--- src/rtl/memory_bus_sizes_pkg.sv ---
// Shared bus widths, access-size encoding and data-memory FSM states.
// No logic; consumed by the hub interface and the data-memory master.
package memory_bus_sizes;
    localparam int ADDR_WIDTH = 32;
    localparam int DATA_WIDTH = 32;

    typedef enum logic [1:0] {
        SIZE_BYTE = 2'd0,
        SIZE_HALF = 2'd1,
        SIZE_WORD = 2'd2
    } mem_size_t;

    typedef enum logic [2:0] {
        IDLE    = 3'd0,
        RD_REQ  = 3'd1,
        RD_WAIT = 3'd2,
        WR_REQ  = 3'd3,
        WR_WAIT = 3'd4,
        DONE    = 3'd5
    } dmem_state_t;

    localparam logic [DATA_WIDTH-1:0] DEADBEEF_WORD = 32'hDEADBEEF;

    function automatic logic is_misaligned(input mem_size_t size, input logic [1:0] off);
        return ((size == SIZE_HALF) && off[0]) || ((size == SIZE_WORD) && (off != 2'b00));
    endfunction
endpackage

--- src/rtl/axi_bus_rw.sv ---
// Request/response channel bundle between a memory client and the memory hub.
// Completion of both reads and writes is reported on read_data_valid.
interface axi_bus_rw;
    logic [memory_bus_sizes::ADDR_WIDTH-1:0] read_addr;
    logic                                    read_addr_valid;
    logic                                    read_addr_ready;
    logic [memory_bus_sizes::DATA_WIDTH-1:0] read_data;
    logic                                    read_data_valid;
    logic [memory_bus_sizes::ADDR_WIDTH-1:0] write_addr;
    logic [memory_bus_sizes::DATA_WIDTH-1:0] write_data;
    logic                                    write_addr_valid;
    logic                                    write_addr_ready;

    modport controller (
        output read_addr, read_addr_valid, write_addr, write_data, write_addr_valid,
        input  read_addr_ready, read_data, read_data_valid, write_addr_ready
    );
    modport device (
        input  read_addr, read_addr_valid, write_addr, write_data, write_addr_valid,
        output read_addr_ready, read_data, read_data_valid, write_addr_ready
    );
endinterface

--- src/rtl/dmem_lane_align.sv ---
// Byte/half lane extraction with sign extension for loads, lane merge for stores.
// Purely combinational; no latency, no flow control.
module dmem_lane_align
    import memory_bus_sizes::*;
(
    input  logic [31:0] word,
    input  logic [1:0]  offset,
    input  mem_size_t   size,
    input  logic        is_unsigned,
    input  logic [31:0] wdata,
    output logic [31:0] load_data,
    output logic [31:0] store_word
);
    logic [7:0]  byte_lane;
    logic [15:0] half_lane;

    always_comb begin
        byte_lane  = word[{offset, 3'b000} +: 8];
        half_lane  = word[{offset[1], 4'b0000} +: 16];
        load_data  = word;
        store_word = word;
        case (size)
            SIZE_BYTE: begin
                load_data = {{24{~is_unsigned & byte_lane[7]}}, byte_lane};
                store_word[{offset, 3'b000} +: 8] = wdata[7:0];
            end
            SIZE_HALF: begin
                // Half lanes ignore offset[0], which truncates a misaligned half.
                load_data = {{16{~is_unsigned & half_lane[15]}}, half_lane};
                store_word[{offset[1], 4'b0000} +: 16] = wdata[15:0];
            end
            default: store_word = wdata;
        endcase
    end
endmodule

--- src/rtl/dmem_bus_master.sv ---
// CPU load/store to hub transactions with sub-word read-modify-write; BUS_TIMEOUT_EN adds a WAIT watchdog.
// Latency: word access DONE at T0+D+3, sub-word store T0+2D+5; stalls CPU until done, holds valid until ready.
module dmem_bus_master
    import memory_bus_sizes::*;
#(
    parameter int TIMEOUT_CYCLES = 64
) (
    input  logic        clk,
    input  logic        rst_n,
    input  logic        cpu_en,
    input  logic        cpu_we,
    input  logic [31:0] cpu_addr,
    input  logic [1:0]  cpu_size,
    input  logic        cpu_unsigned,
    input  logic [31:0] cpu_wdata,
    output logic [31:0] cpu_rdata,
    output logic        cpu_stall,
    output logic        cpu_err,
    axi_bus_rw.controller mhub
);
    if (TIMEOUT_CYCLES < 1) begin : g_bad_timeout
        $error("dmem_bus_master: TIMEOUT_CYCLES must be at least 1");
    end

    dmem_state_t state;
    logic [31:0] addr_q;
    logic [31:0] wdata_q;
    logic [31:0] wr_data_q;
    mem_size_t   size_q;
    logic        we_q;
    logic        uns_q;
    logic        rd_vld_q;
    logic        wr_vld_q;
    mem_size_t   size_n;
    logic [31:0] load_data;
    logic [31:0] store_word;
    logic        idle_err;

    assign size_n   = (cpu_size == 2'd3) ? SIZE_WORD : mem_size_t'(cpu_size);
    assign idle_err = (state == IDLE) && cpu_en && is_misaligned(size_n, cpu_addr[1:0]);
    assign cpu_stall = ((state != IDLE) && (state != DONE)) || ((state == IDLE) && cpu_en);

    assign mhub.read_addr        = {addr_q[31:2], 2'b00};
    assign mhub.read_addr_valid  = rd_vld_q;
    assign mhub.write_addr       = {addr_q[31:2], 2'b00};
    assign mhub.write_data       = wr_data_q;
    assign mhub.write_addr_valid = wr_vld_q;

    // The merge sees the word on read_data during RD_WAIT, so no separate read buffer is kept.
    dmem_lane_align u_align (
        .word        (mhub.read_data),
        .offset      (addr_q[1:0]),
        .size        (size_q),
        .is_unsigned (uns_q),
        .wdata       (wdata_q),
        .load_data   (load_data),
        .store_word  (store_word)
    );

`ifdef BUS_TIMEOUT_EN
    localparam int TO_W = $clog2(TIMEOUT_CYCLES + 1);
    localparam logic [TO_W-1:0] TO_LAST = TO_W'(TIMEOUT_CYCLES - 1);
    logic [TO_W-1:0] to_cnt;
    logic            err_to_q;
    assign cpu_err = idle_err | err_to_q;
`else
    assign cpu_err = idle_err;
`endif

    always_ff @(posedge clk or negedge rst_n) begin
        if (!rst_n) begin
            state     <= IDLE;
            addr_q    <= '0;
            wdata_q   <= '0;
            wr_data_q <= '0;
            size_q    <= SIZE_WORD;
            we_q      <= 1'b0;
            uns_q     <= 1'b0;
            rd_vld_q  <= 1'b0;
            wr_vld_q  <= 1'b0;
            cpu_rdata <= '0;
`ifdef BUS_TIMEOUT_EN
            to_cnt    <= '0;
            err_to_q  <= 1'b0;
`endif
        end else begin
`ifdef BUS_TIMEOUT_EN
            err_to_q <= 1'b0;
`endif
            case (state)
                IDLE: begin
                    if (cpu_en) begin
                        addr_q  <= cpu_addr;
                        wdata_q <= cpu_wdata;
                        size_q  <= size_n;
                        we_q    <= cpu_we;
                        uns_q   <= cpu_unsigned;
                        if (cpu_we && (size_n == SIZE_WORD)) begin
                            wr_data_q <= cpu_wdata;
                            wr_vld_q  <= 1'b1;
                            state     <= WR_REQ;
                        end else begin
                            rd_vld_q <= 1'b1;
                            state    <= RD_REQ;
                        end
                    end
                end
                RD_REQ: begin
                    if (mhub.read_addr_ready) begin
                        rd_vld_q <= 1'b0;
                        state    <= RD_WAIT;
`ifdef BUS_TIMEOUT_EN
                        to_cnt   <= '0;
`endif
                    end
                end
                RD_WAIT: begin
                    if (mhub.read_data_valid) begin
                        if (we_q) begin
                            wr_data_q <= store_word;
                            wr_vld_q  <= 1'b1;
                            state     <= WR_REQ;
                        end else begin
                            cpu_rdata <= load_data;
                            state     <= DONE;
                        end
                    end
`ifdef BUS_TIMEOUT_EN
                    else if (to_cnt == TO_LAST) begin
                        cpu_rdata <= DEADBEEF_WORD;
                        err_to_q  <= 1'b1;
                        state     <= DONE;
                    end else begin
                        to_cnt <= to_cnt + 1'b1;
                    end
`endif
                end
                WR_REQ: begin
                    if (mhub.write_addr_ready) begin
                        wr_vld_q <= 1'b0;
                        state    <= WR_WAIT;
`ifdef BUS_TIMEOUT_EN
                        to_cnt   <= '0;
`endif
                    end
                end
                WR_WAIT: begin
                    if (mhub.read_data_valid) begin
                        state <= DONE;
                    end
`ifdef BUS_TIMEOUT_EN
                    else if (to_cnt == TO_LAST) begin
                        cpu_rdata <= DEADBEEF_WORD;
                        err_to_q  <= 1'b1;
                        state     <= DONE;
                    end else begin
                        to_cnt <= to_cnt + 1'b1;
                    end
`endif
                end
                default: state <= IDLE;
            endcase
        end
    end
endmodule

--- src/flat_wrapper.sv ---
// flat-port wrapper written by rule: the top's interface ports become plain ports
module dmem_bus_master_flat import memory_bus_sizes::*;
#(
    parameter int TIMEOUT_CYCLES = 64
)
  (clk, rst_n, cpu_en, cpu_we, cpu_addr, cpu_size, cpu_unsigned, cpu_wdata, cpu_rdata, cpu_stall, cpu_err, mhub_read_addr, mhub_read_addr_valid, mhub_write_addr, mhub_write_data, mhub_write_addr_valid, mhub_read_addr_ready, mhub_read_data, mhub_read_data_valid, mhub_write_addr_ready);
  axi_bus_rw mhub_i ();
  input  logic clk;
  input  logic rst_n;
  input  logic cpu_en;
  input  logic cpu_we;
  input  logic [31:0] cpu_addr;
  input  logic [1:0] cpu_size;
  input  logic cpu_unsigned;
  input  logic [31:0] cpu_wdata;
  output logic [31:0] cpu_rdata;
  output logic cpu_stall;
  output logic cpu_err;
  output wire logic [$bits(mhub_i.read_addr)-1:0] mhub_read_addr;
  output wire logic [$bits(mhub_i.read_addr_valid)-1:0] mhub_read_addr_valid;
  output wire logic [$bits(mhub_i.write_addr)-1:0] mhub_write_addr;
  output wire logic [$bits(mhub_i.write_data)-1:0] mhub_write_data;
  output wire logic [$bits(mhub_i.write_addr_valid)-1:0] mhub_write_addr_valid;
  input wire logic [$bits(mhub_i.read_addr_ready)-1:0] mhub_read_addr_ready;
  input wire logic [$bits(mhub_i.read_data)-1:0] mhub_read_data;
  input wire logic [$bits(mhub_i.read_data_valid)-1:0] mhub_read_data_valid;
  input wire logic [$bits(mhub_i.write_addr_ready)-1:0] mhub_write_addr_ready;
  assign mhub_read_addr = mhub_i.read_addr;
  assign mhub_read_addr_valid = mhub_i.read_addr_valid;
  assign mhub_write_addr = mhub_i.write_addr;
  assign mhub_write_data = mhub_i.write_data;
  assign mhub_write_addr_valid = mhub_i.write_addr_valid;
  assign mhub_i.read_addr_ready = mhub_read_addr_ready;
  assign mhub_i.read_data = mhub_read_data;
  assign mhub_i.read_data_valid = mhub_read_data_valid;
  assign mhub_i.write_addr_ready = mhub_write_addr_ready;
  dmem_bus_master #(.TIMEOUT_CYCLES(TIMEOUT_CYCLES)) u_core (.clk(clk), .rst_n(rst_n), .cpu_en(cpu_en), .cpu_we(cpu_we), .cpu_addr(cpu_addr), .cpu_size(cpu_size), .cpu_unsigned(cpu_unsigned), .cpu_wdata(cpu_wdata), .cpu_rdata(cpu_rdata), .cpu_stall(cpu_stall), .cpu_err(cpu_err), .mhub(mhub_i));
endmodule
--- config.mk ---
export PLATFORM = sky130hd
export DESIGN_NAME = dmem_bus_master_flat
export DESIGN_NICKNAME = d
export VERILOG_FILES = /design/src/rtl/memory_bus_sizes_pkg.sv /design/src/rtl/axi_bus_rw.sv /design/src/rtl/dmem_lane_align.sv /design/src/rtl/dmem_bus_master.sv /design/src/flat_wrapper.sv
export SDC_FILE = /design/constraint.sdc
export NUM_CORES = 1
export LEC_CHECK = 0
export ABC_AREA = 1
export BUFFER_PORTS_ARGS = -buffer_cell sky130_fd_sc_hd__buf_4
export CAP_MARGIN = 25
export CORE_MARGIN = 5
export CORE_UTILIZATION = 48
export DETAILED_ROUTE_END_ITERATION = 6
export PLACE_DENSITY = 0.78
export SLEW_MARGIN = 30
export SYNTH_ARGS = -nofsm -noshare
export SYNTH_HDL_FRONTEND = slang
export SYNTH_HIERARCHICAL = 1
export SYNTH_SLANG_ARGS = --single-unit
--- constraint.sdc ---
create_clock -name clk -period 1.7 [get_ports clk]
set_input_delay 0.17 -clock clk [delete_from_list [all_inputs] [get_ports clk]]
set_output_delay 0.17 -clock clk [all_outputs]
set_load 0.005 [all_outputs]
==> reports/metrics.csv <==
stage,metric,value,unit
worst_setup_path,critPathArrivalTime,2.09,ns
route,drt_first_pass_iters,7,
worst_setup_path,r2r-start,u_core/addr_q[1],
placed_design,placed_area,9850,um2
timing,post-route-period-util,102,%
floorplan,die_x,140,um
synthesis,synthTopCellsByCount,"nand2_1 (646), nand3_1 (140), dfrtp_1 (136)",
finish,areaGrowthSynthToFinish,37.5,%
timing,setup_violations,4,
power_and_ir_drop,ir_drop,0.831,mV
min_path,min-delay-start,cpu_size[1],
route,viasPerCell,5.20,
worst_setup_path,critPathCaptureType,flip-flop,
synthesis,synth_seq_area_share,42.0,%
synthesis,yosysUniqueCellTypes,34,
min_path,hold_depth,3,
clock_network,clkLatencyLatePin,0.43,ns
clock_network,cts.htree.levels,4,
timing,worst_slack,-0.0306,ns
worst_setup_path,r2r-end,u_core/mhub.write_data[22],
worst_setup_path,critPathLaunchType,flip-flop,
status,status,"finished, violations left",
synthesis,synth-seq-cells,137,
synthesis,avgSynthCellArea,6.81,um2
power_and_ir_drop,power_density,1790,nW/um2
floorplan,start_util,49.0,%
placed_design,portBuffers,233,
finish,diodes,0,
clock_network,clkSinkCount,137,
route,num_vias,8700,
grt,grt_overflow_total,0,
floorplan,die_y,140,um
grt,grtUsageTotal,27.0,%
synthesis,synth-main-ff-cell,dfrtp_1,
worst_setup_path,path_max_fanout,8,
synthesis,synth_edf_count,0,
finish,final_util,67.4,%
grt,grt_pass1_wl,43.0,mm
synthesis,synthCells,1198,
route,drt-initial-drc-count,883,
synthesis,synth_most_common_cell,nand2_1,
placed_design,routabilityCongestion,0.963,
clock_network,cts_made_buffers,17,
worst_setup_path,criticalPathCategory,reg -> reg,
synthesis,synth_top_area_share,41.7,%
synthesis,syn_area,8160,um2
grt,grt_max_degree,68,
timing,max_freq,578,MHz
clock_network,cts_tree,yes,
worst_setup_path,r2r_setup_slack,-0.03,ns
floorplan,ios,238,
finish,layout-drive-gt1-share,24.8,%
clock_network,clk_path_buf_depth,2,
clock_network,clockRootBuffer,clkbuf_16,
route,wl_per_cell,16.6,um
timing,slew_headroom,61.3,%
grt,grt_antenna_before_repair,0,
finish,nets,1551,
timing,rsz0062_at_grt,true,
floorplan,dieArea,19700,um2
route,ant_nets,0,
job,maxCapViolCount,0,
synthesis,synthArstFlopShare,100,%
synthesis,synth_area_leaders,"dfrtp_1 (42%), nand2_1 (30%), nand3_1 (8.6%)",
power_and_ir_drop,power_leakage,6.28,nW
timing,worstMarginPinSlew,0.581,ns
route,wirelength,27.7,mm
status,violations,"design-rule violations, negative setup slack",
worst_setup_path,cp.required,2.06,ns
timing,hold_viol,0,
worst_setup_path,r2r_cells,12,
grt,grt_pass1_vias,8102,
placed_design,hpwl,19.1,mm
min_path,worstHoldPathType,in -> reg,
min_path,hold_end,u_core/size_q[1],
floorplan,core,16600,um2
timing,finalCriticalPeriod,1.73,ns
clock_network,path_clk_slew,0.06,ns
timing,maxSlewViolCount,0,
floorplan,rows,47,
route,drc,3,
synthesis,yosysWarningCount,6,
finish,final_area,11200,um2
timing,fin_skew,0.0120,ns
synthesis,yosysTopAreaCell,dfrtp_1,
## registers in the layout, indices dropped and copies added, names as in the netlist
signal	count
u_core/addr_q	32
u_core/cpu_rdata	32
u_core/mhub.read_addr_valid	1
u_core/mhub.write_addr_valid	1
u_core/mhub.write_data	32
u_core/size_q	2
u_core/state	3
u_core/uns_q	1
u_core/wdata_q	32
u_core/we_q	1
## worst max-delay path by stage
stage	slack [ns]	to	cells after the start	startpoint
5_1_grt	-0.13	u_core/mhub.write_data[22]	12	u_core/addr_q[0]
2_1_floorplan	0.009	u_core/mhub.write_data[17]	12	u_core/addr_q[0]
4_1_cts	0.001	cpu_stall	4	u_core/state[1]
3_5_place_dp	-0.0001	u_core/cpu_rdata[22]	10	u_core/addr_q[1]
3_3_place_gp	0.0007	u_core/mhub.write_data[19]	12	u_core/addr_q[1]
6_report	-0.03	u_core/mhub.write_data[22]	12	u_core/addr_q[1]
## kinds of logic after synthesis
| family | after synthesis | synth area share, % |
|---|---|---|
| flip-flops | 137 | 42.0 |
| AO/OA/AOI/OAI | 44 | 2.99 |
| other | 1 | 0.0460 |
| adder cells (fa/ha/maj) | 5 | 0.767 |
| AND/OR/NAND/NOR | 847 | 42.5 |
| buffers and inverters | 164 | 11.7 |
## worst max-delay path: stages, from the launching register on
cell     delay, ns
dfrtp_2       0.40
inv_4         0.06
ha_4          0.27
inv_1         0.04
nor2_2        0.12
nand2_2       0.15
o21ai_1       0.16
nand2_1       0.07
nand2_1       0.10
nand2_1       0.07
nand2_1       0.07
nand3_1       0.09
nand2_1       0.08
## where the power goes
group / switching (W) / total [W] / internal (W)
logic: 0.00600 / 0.0107 / 0.00465
registers: 0.00119 / 0.00596 / 0.00477
clock network: 0.00155 / 0.00348 / 0.00193
total: 0.00873 / 0.0201 / 0.0114
## timing repair
action / in CTS / in global routing
setup endpoints to repair: 6 / 59
hold buffers: 67 / 0
resized for setup: 4 / 29
gates cloned: 0 / 2
pin swaps: 0 / 23
endpoints found under the hold margin: 119 / 0
buffers inserted: 0 / 4
## metrics by stage
step	TNS [ns]	setup WS (ns)	cells	hold slack (ns)	power, W
after global routing	-2.78	-0.130	1673	0.0338	0.0216
after CTS	0	0.00146	1667	0.0160	0.0197
after global placement	0	0.000709	1568	0.195	0.0158
final	-0.0530	-0.0306	1673	0.0231	0.0201
after floorplan	0	0.00891	1201	-0.126	0.0123
after detailed placement	-0.000101	-0.000101	1568	0.195	0.0159
## cell type report
class                   instances  area (um2)
clock buffers                  18         439
clock inverters                14         113
fillers                      1425        5420
inverters                      39         151
multi-input cells             902        3910
flip-flops and latches        137        3430
well taps                     220         275
repair buffers                343        2900
## per-layer routing
metal	GRT usage (%)	vias to the layer above	wire [um]
met5	1.25	-	0
met4	10.4	0	883
met3	4.74	75	2480
met2	43.5	469	13200
met1	36.2	3987	11200
li1	-	4169	-
## cells in the final DEF (no fill, tap or decap), drive strengths merged
| cell | count |
|---|---|
| ha | 5 |
| a21boi | 1 |
| nand3b | 2 |
| o21bai | 1 |
| nor3 | 2 |
| o21ai | 29 |
| nor2 | 39 |
| clkbuf | 18 |
| nand3 | 142 |
| dlygate4sd3 | 67 |
| nand4 | 1 |
| conb | 4 |
| buf | 276 |
| clkinv | 4 |
| inv | 44 |
| a21oi | 4 |
| o22ai | 8 |
| dfstp | 1 |
| and3 | 7 |
| dfrtp | 136 |
| a31oi | 1 |
| clkinvlp | 5 |
| nand2 | 656 |
Note: power is estimated with default switching activity, not from simulation.
